## src/rtl/ifu_fetch.sv

```systemverilog
// ifu_fetch: instruction fetch unit at the consumer end of the EXU next-PC path.
// Holds the architectural PC, fetches the word at pc_out over a valid/ready memory
// interface, presents it to IDU/EXU and advances the PC on the EXU retire handshake.
// Optional build macro: IFU_MISALIGN_CHECK_EN -- halt with illegal_halt instead of
// issuing a request when the PC about to be fetched has pc[1:0] != 0.
module ifu_fetch #(
  parameter int unsigned             ISA_WIDTH      = 32,
  parameter logic [ISA_WIDTH-1:0]    RESET_PC       = ISA_WIDTH'(32'h8000_0000),
  parameter int unsigned             TIMEOUT_CYCLES = 255
) (
  input  logic                 clk,
  input  logic                 rst,
  input  logic [ISA_WIDTH-1:0] pc_in,
  input  logic                 pc_w_en,
  output logic [ISA_WIDTH-1:0] pc_out,
  output logic [31:0]          inst,
  output logic                 inst_valid,
  input  logic                 inst_ready,
  output logic                 mem_req_valid,
  input  logic                 mem_req_ready,
  output logic [ISA_WIDTH-1:0] mem_req_addr,
  input  logic                 mem_resp_valid,
  input  logic [31:0]          mem_resp_data,
  output logic                 fetch_timeout,
  output logic                 illegal_halt
);

  localparam int unsigned CNT_W = 8;

  typedef enum logic [2:0] {
    S_IDLE,
    S_REQ,
    S_WAIT,
    S_HOLD,
    S_HALT
  } state_t;

  state_t                 r_state;
  logic [ISA_WIDTH-1:0]   r_pc;
  logic [31:0]            r_inst;
  logic                   r_inst_valid;
  logic                   r_mem_req_valid;
  logic                   r_fetch_timeout;
  logic                   r_illegal_halt;
  logic [CNT_W-1:0]       r_wait_cnt;

  logic [CNT_W-1:0]       w_cnt_inc;
  logic                   w_cnt_expired;
  logic                   w_rst_pc_mis;
  logic                   w_pc_in_mis;

  // Wait counter increment and expiry against the configured timeout
  assign w_cnt_inc     = r_wait_cnt + CNT_W'(1);
  assign w_cnt_expired = (w_cnt_inc == CNT_W'(TIMEOUT_CYCLES));

  // Misalignment of the PC that is about to be fetched (reset PC or retired pc_in)
`ifdef IFU_MISALIGN_CHECK_EN
  assign w_rst_pc_mis = |RESET_PC[1:0];
  assign w_pc_in_mis  = |pc_in[1:0];
`else
  assign w_rst_pc_mis = 1'b0;
  assign w_pc_in_mis  = 1'b0;
`endif

  // Fetch FSM: all outputs are registers updated alongside the state
  always_ff @(posedge clk or negedge rst) begin
    if (!rst) begin
      r_state         <= S_IDLE;
      r_pc            <= RESET_PC;
      r_inst          <= 32'h0;
      r_inst_valid    <= 1'b0;
      r_mem_req_valid <= 1'b0;
      r_fetch_timeout <= 1'b0;
      r_illegal_halt  <= 1'b0;
      r_wait_cnt      <= '0;
    end else begin
      case (r_state)
        S_IDLE: begin
          if (w_rst_pc_mis) begin
            r_illegal_halt <= 1'b1;
            r_state        <= S_HALT;
          end else begin
            r_mem_req_valid <= 1'b1;
            r_state         <= S_REQ;
          end
        end
        S_REQ: begin
          if (mem_req_ready) begin
            r_mem_req_valid <= 1'b0;
            r_wait_cnt      <= '0;
            r_state         <= S_WAIT;
          end
        end
        S_WAIT: begin
          // A response arriving on the expiring cycle still wins over the timeout
          if (mem_resp_valid) begin
            r_inst       <= mem_resp_data;
            r_inst_valid <= 1'b1;
            r_state      <= S_HOLD;
          end else if (w_cnt_expired) begin
            r_fetch_timeout <= 1'b1;
            r_state         <= S_HALT;
          end else begin
            r_wait_cnt <= w_cnt_inc;
          end
        end
        S_HOLD: begin
          if (inst_ready) begin
            r_inst_valid <= 1'b0;
            if (pc_w_en) begin
              r_pc <= pc_in;
              if (w_pc_in_mis) begin
                r_illegal_halt <= 1'b1;
                r_state        <= S_HALT;
              end else begin
                r_mem_req_valid <= 1'b1;
                r_state         <= S_REQ;
              end
            end else begin
              r_illegal_halt <= 1'b1;
              r_state        <= S_HALT;
            end
          end
        end
        S_HALT: begin
          r_state <= S_HALT;
        end
        default: begin
          r_mem_req_valid <= 1'b0;
          r_inst_valid    <= 1'b0;
          r_state         <= S_HALT;
        end
      endcase
    end
  end

  assign pc_out        = r_pc;
  assign mem_req_addr  = r_pc;
  assign inst          = r_inst;
  assign inst_valid    = r_inst_valid;
  assign mem_req_valid = r_mem_req_valid;
  assign fetch_timeout = r_fetch_timeout;
  assign illegal_halt  = r_illegal_halt;

endmodule

```

## config.mk

```make
export PLATFORM = sky130hd
export DESIGN_NAME = ifu_fetch
export DESIGN_NICKNAME = d
export VERILOG_FILES = /design/src/rtl/ifu_fetch.sv
export SDC_FILE = /design/constraint.sdc
export NUM_CORES = 1
export LEC_CHECK = 0
export CAP_MARGIN = 20
export CORE_MARGIN = 5
export CORE_UTILIZATION = 41
export CTS_CLUSTER_DIAMETER = 30
export DETAILED_ROUTE_END_ITERATION = 12
export MAX_ROUTING_LAYER = met4
export PLACE_DENSITY = 0.87
export SYNTH_ARGS = -nofsm -noshare
export SYNTH_HDL_FRONTEND = slang
export SYNTH_SLANG_ARGS = --single-unit
```

## constraint.sdc

```tcl
create_clock -name clk -period 1.89 [get_ports clk]
set_input_delay 0.2835 -clock clk [delete_from_list [all_inputs] [get_ports clk]]
set_output_delay 0.2835 -clock clk [all_outputs]
set_load 0.05 [all_outputs]
```

## After elaboration in Yosys (flattened, before gate mapping)

Cells that the tools add are included.

| operators by class | value |
|---|---|
| $add $sub $neg | 1 |
| eq/ne operators | 12 |
| muxes and demuxes | 17 |
| bitwise operators | 4 |
| reduce and logical (&&, ||, !) cells | 12 |

Operator list:

| kind | number |
|---|---|
| 8-bit 2-to-1 mux | 3 |
| 8-bit one-hot mux with 2 select lines | 1 |
| 3-bit 2-to-1 mux | 5 |
| 3-bit AND reduction | 5 |
| 2-bit inequality test, second input constant | 6 |
| 3-bit one-hot mux with 4 select lines | 1 |
| 8-bit by 1-bit adder with 8-bit output, second input constant | 1 |
| 8-bit equality test, second input constant | 1 |
| 4-bit AND reduction | 2 |
| 3-bit by 2-bit equality test with 1-bit output, second input constant | 2 |
| 1-bit 2-to-1 mux | 5 |
| 1-bit inverter | 4 |
| 1-bit one-hot mux with 4 select lines | 1 |
| 3-bit by 1-bit equality test with 1-bit output, second input constant | 1 |
| 3-bit equality test, second input constant | 1 |
| 3-bit zero test | 1 |
| 3-bit inequality test, second input constant | 1 |
| 1-bit one-hot mux with 3 select lines | 1 |
| 3-bit OR reduction | 1 |
| 2-bit AND reduction | 1 |
| 2-bit nonzero test | 1 |
| 2-bit OR reduction | 1 |

| word-level totals | value |
|---|---|
| register bits after elaboration | 79 |
| output and inout port bits | 100 |

## Longest topological paths before layout

| depth | value |
|---|---|
| word-level depth | 5 |
| gate-level depth with buffers | 6 |

## Worst setup path before layout

No wires, ideal clock.

| path | value |
|---|---|
| kind | reg2reg |
| start point | reg r_wait_cnt[1] |
| end point | reg r_wait_cnt[0] |
| setup time | 138 ps |
| data arrival time | 1526 ps |
| required time | 1752 ps |
| path slack | 226 ps |
| cell stages (with the launch flop) | 7 |
| clock period less this slack | 1664 ps |
| cells stage by stage | dfrtp_1 -> ha_1 -> xor2_1 -> nand4_1 -> or2_4 -> o31ai_2 -> mux2i_1 |

| between the ends | value |
|---|---|
| word-level cells in the longest chain between the ends | 4 |

RTL lines:

| element | line | text |
|---|---|---|
| start: declaration | 45 | `logic [CNT_W-1:0] r_wait_cnt;` |
| start signal: assignment | 104 | `r_wait_cnt <= w_cnt_inc;` |
| 8-bit by 1-bit adder with 8-bit output | 53 | `assign w_cnt_inc = r_wait_cnt + CNT_W'(1);` |
| 8-bit equality test | 54 | `assign w_cnt_expired = (w_cnt_inc == CNT_W'(TIMEOUT_CYCLES));` |
| 2-bit inequality test (no line) | n/a |  |
| 4-bit AND reduction (no line) | n/a |  |

No other way between the ends.
A chain may end at the register's enable or synchronous reset.

## Worst setup path after layout

| path | value |
|---|---|
| start point | reg r_pc[12], in the netlist mem_req_addr[12] |
| end point | out pc_out[12] |

RTL lines:

| element | line | text |
|---|---|---|
| start: declaration | 39 | `logic [ISA_WIDTH-1:0] r_pc;` |
| start signal: assignment | 111 | `r_pc <= pc_in;` |
| end: declaration | 15 | `output logic [ISA_WIDTH-1:0] pc_out,` |

No word-level cell between the ends.

==> metrics.md <==
| Metric | Value |
|---|---|
| Status | `complete, no violations` |
| Wire per inst | `16.4 um` |
| DR pass1 iterations | `4` |
| Grt ovf | `0` |
| Clock skew | `0.00697 ns` |
| Number of global-route vias before repair | `2585` |
| Max-slew violation count | `0` |
| Critical-path cell list | `clkdlybuf4s50_1` |
| Placed cell areas | `0.00515 mm2` |
| M3 GR Usage | `4.53%` |
| Startpoint Class | `register` |
| Internal | `4.75 mW` |
| CTS Sinks | `79` |
| Die area | `0.0106 mm2` |
| Initial antenna violation count | `0` |
| Arrival @ worst endpoint | `1.55 ns` |
| Num CTS Buffers | `9` |
| Largest family of logic cells by synthesized area | `multiplexers` |
| Worst-path clk slew | `0.08 ns` |
| Clk_lat worst skew | `0.34 ns` |
| Max-Cap Viols | `0` |
| Critical path's slowest cell | `clkdlybuf4s50_1` |
| Largest stage delay, worst path | `0.82 ns` |
| CP Capture Type | `output port` |
| Sw power | `4.18 mW` |
| Final Util | `65.0%` |
| Slew @ Worst Pin | `0.539 ns` |
| Register area share after synthesis | `56.1%` |
| GRT Total Usage | `16.3%` |
| Pin count of the biggest net entering global routing | `52` |
| I/O pin count | `170` |
| Via/cell ratio | `4.89` |
| Post-Synth Simple-Gate Area | `6.25%` |
| Final WL | `8630 um` |
| Crit path buf inv count | `1` |
| Syn Nets | `340` |
| Post-Synth XOR/XNOR Area | `1.24%` |
| Root buffer cell | `clkbuf_8` |
| Mapped Avg Cell Area | `13.2 um2` |
| Kind of critical path | `reg -> out` |
| Final hold violation count | `0` |
| # DRC | `0` |
| Die height | `103 um` |
| GRT busiest layer | `met2` |
| Post-synthesis compound-gate area fraction | `5.61%` |
| Setup-failing EPs final | `0` |
| Clk buf depth | `2` |
| Final worst-path cycle share | `96.9%` |
| Share of the synthesized area in the top cell type | `55.4%` |
| Design Area, Final | `0.00540 mm2` |
| Net Sw Frac | `46.8%` |
| CP Max Fanout | `3` |
| Synthesis Warnings | `0` |
| Diodes inserted | `0` |
| Post-Syn Instances | `268` |
| Post-synth cell types | `43` |
| Crit-path leading delay family | `buffers and inverters` |
| Main synth FF type | `dfrtp_1` |
| Minimum clock period | `1.83 ns` |
| Pwr Density | `1650 mW/mm2` |
| Fmax | `546 MHz` |
| Type of the most critical hold path | `in -> async` |
| Core Region | `0.00830 mm2` |
| Row count | `33` |
| Layout overhead on the synthesized area | `53.1%` |
| Clk pwr share | `14.8%` |
| Top post-synthesis cells by area | `dfrtp_1, mux2_2, buf_4` |
| Die W | `103 um` |
| M2 GR Usage | `27.5%` |
| Worst vdd ir | `1.18 mV` |
| Port bufs | `169` |
| RePlAce Congestion | `0.877` |
| Proportion of synthesized area in mux cells | `21.3%` |
| Share of layout cells above drive strength 1 | `24.2%` |
| Setup TNS Final | `0 ns` |
| First-pass GRT wire length | `13000 um` |
| Met1 Use GR | `19.3%` |
| Via count | `2571` |
| Flops & latches, synth | `79` |
| Post-Syn Area | `0.00352 mm2` |
| DP HPWL | `6680 um` |
| RSZ-0062 raised after global routing | `no` |
| Flop pwr share | `30.1%` |
| Starting density of the core | `42.5%` |
| Post-synth EDFFs | `0` |
| Nets | `488` |
| Adder-Cell Fraction of Synth Area | `0.710%` |
| Comb pwr share | `55.2%` |
| FFs w/ async S/R, synth | `100%` |
| Critical Path RT | `1.61 ns` |
| Worst reg-to-reg setup slack | `0.14 ns` |
| CTS H-tree lvls | `3` |
| Leakage power | `2.37 nW` |
| Post-DRT Antenna Nets | `0` |
| Post-synth top area cell | `dfrtp_1` |
| CTS tree | `yes` |
| Relative slew slack | `64.0%` |
| Iter 0 DRT Violations | `61` |
==> path summary, 6_finish.rpt <==
path	endpoint	from	cells after the start
max reg2reg	r_wait_cnt[6]$_DFFE_PN0P_	r_wait_cnt[0]$_DFFE_PN0P_	6
max in group asynchronous	mem_req_addr[24]$_DFFE_PN0P_	rst	3
min	mem_req_addr[5]$_DFFE_PN0P_	rst	2
min in group clk	fetch_timeout$_DFFE_PN0P_	fetch_timeout$_DFFE_PN0P_	1
min reg2reg	fetch_timeout$_DFFE_PN0P_	fetch_timeout$_DFFE_PN0P_	1
max	pc_out[12]	mem_req_addr[12]$_DFFE_PN0P_	1
==> layout by cell type, fill, tap and decap left out, drive strengths merged, types with 2 or more instances in the layout <==
master,Yosys,final
a21oi,4,4
a31oi,2,2
and2,2,2
buf,42,17
clkbuf,1,11
clkdlybuf4s50,0,160
dfrtp,78,78
dlymetal6s2s,0,2
ha,2,2
inv,4,6
mux2,64,64
mux2i,3,3
nand2,10,10
nand2b,4,4
nand3,4,4
nand3b,2,2
nand4,2,2
nor2,7,7
nor2b,2,2
nor3b,2,2
o21ai,7,7
o21bai,2,2
o2bb2ai,2,2
o31ai,4,4
xnor2,3,3
xor2,2,2
==> power by group through the flow <==
stage	sequential (mW)	clock, mW	combinational [mW]
after CTS	2.69	1.37	4.96
after detailed placement	2.72	0	4.95
final	2.68	1.32	4.93
after global placement	2.68	0	4.89
after floorplan	4.50	0	1.54
after global routing	2.77	1.44	5.10
==> what timing repair did <==
action                                 4_1_cts  5_1_grt
hold buffers                                 1        0
endpoints found under the hold margin       27        0
gates resized for setup                      0        5
setup buffers                                0        0
setup endpoints to repair                    0        8
==> registers in the layout, summed over array words and instances, names as in the netlist <==
name and cells:
illegal_halt 1, fetch_timeout 1, mem_req_valid 1, inst 32, inst_valid 1, r_wait_cnt 8
mem_req_addr 32, r_state 3
==> synth_stat cells, types with 2 or more instances <==
library cell  number
a21oi_1            3
a31oi_1            2
and2_1             2
buf_2             10
buf_4             32
dfrtp_1           78
ha_1               2
inv_1              4
mux2_1             2
mux2_2            62
mux2i_1            3
nand2_1           10
nand2b_1           4
nand3_1            4
nand3b_1           2
nand4_1            2
nor2_1             7
nor2b_1            2
o21ai_0            6
o21bai_1           2
o2bb2ai_1          2
o31ai_1            3
xnor2_1            3
xor2_1             2
==> metrics by stage <==
stage,instances,power (mW),hold slack [ns],setup slack (ns)
after global placement,509,7.56,0.235,0.0755
after floorplan,268,6.04,-0.0121,0.226
final,526,8.93,0.409,0.0582
after CTS,526,9.02,0.405,0.0145
after global routing,526,9.32,0.428,0.00185
after detailed placement,509,7.67,0.236,0.0479
==> routing by layer <==
layer,wire [um],up-vias
li1,-,1202
met3,700,10
met5,0,-
met1,3380,1258
met4,69,0
met2,4480,101
==> logic make-up after synthesis <==
logic type	Yosys count
AO/OA/AOI/OAI	28
XOR/XNOR	5
adder cells (fa/ha/maj)	2
buffers and inverters	47
flip-flops	79
multiplexers	67
AND/OR/NAND/NOR	40
==> final cells by class <==
class / instances / area (um2)
Clock buffer: 11 / 151
Clock inverter: 5 / 63.8
Fill cell: 641 / 2900
Inverter: 4 / 15.0
Multi-Input combinational cell: 142 / 1260
Sequential cell: 79 / 1980
Tap cell: 105 / 131
Timing Repair Buffer: 180 / 1800
No activity file was read; power rests on OpenSTA's default activity.
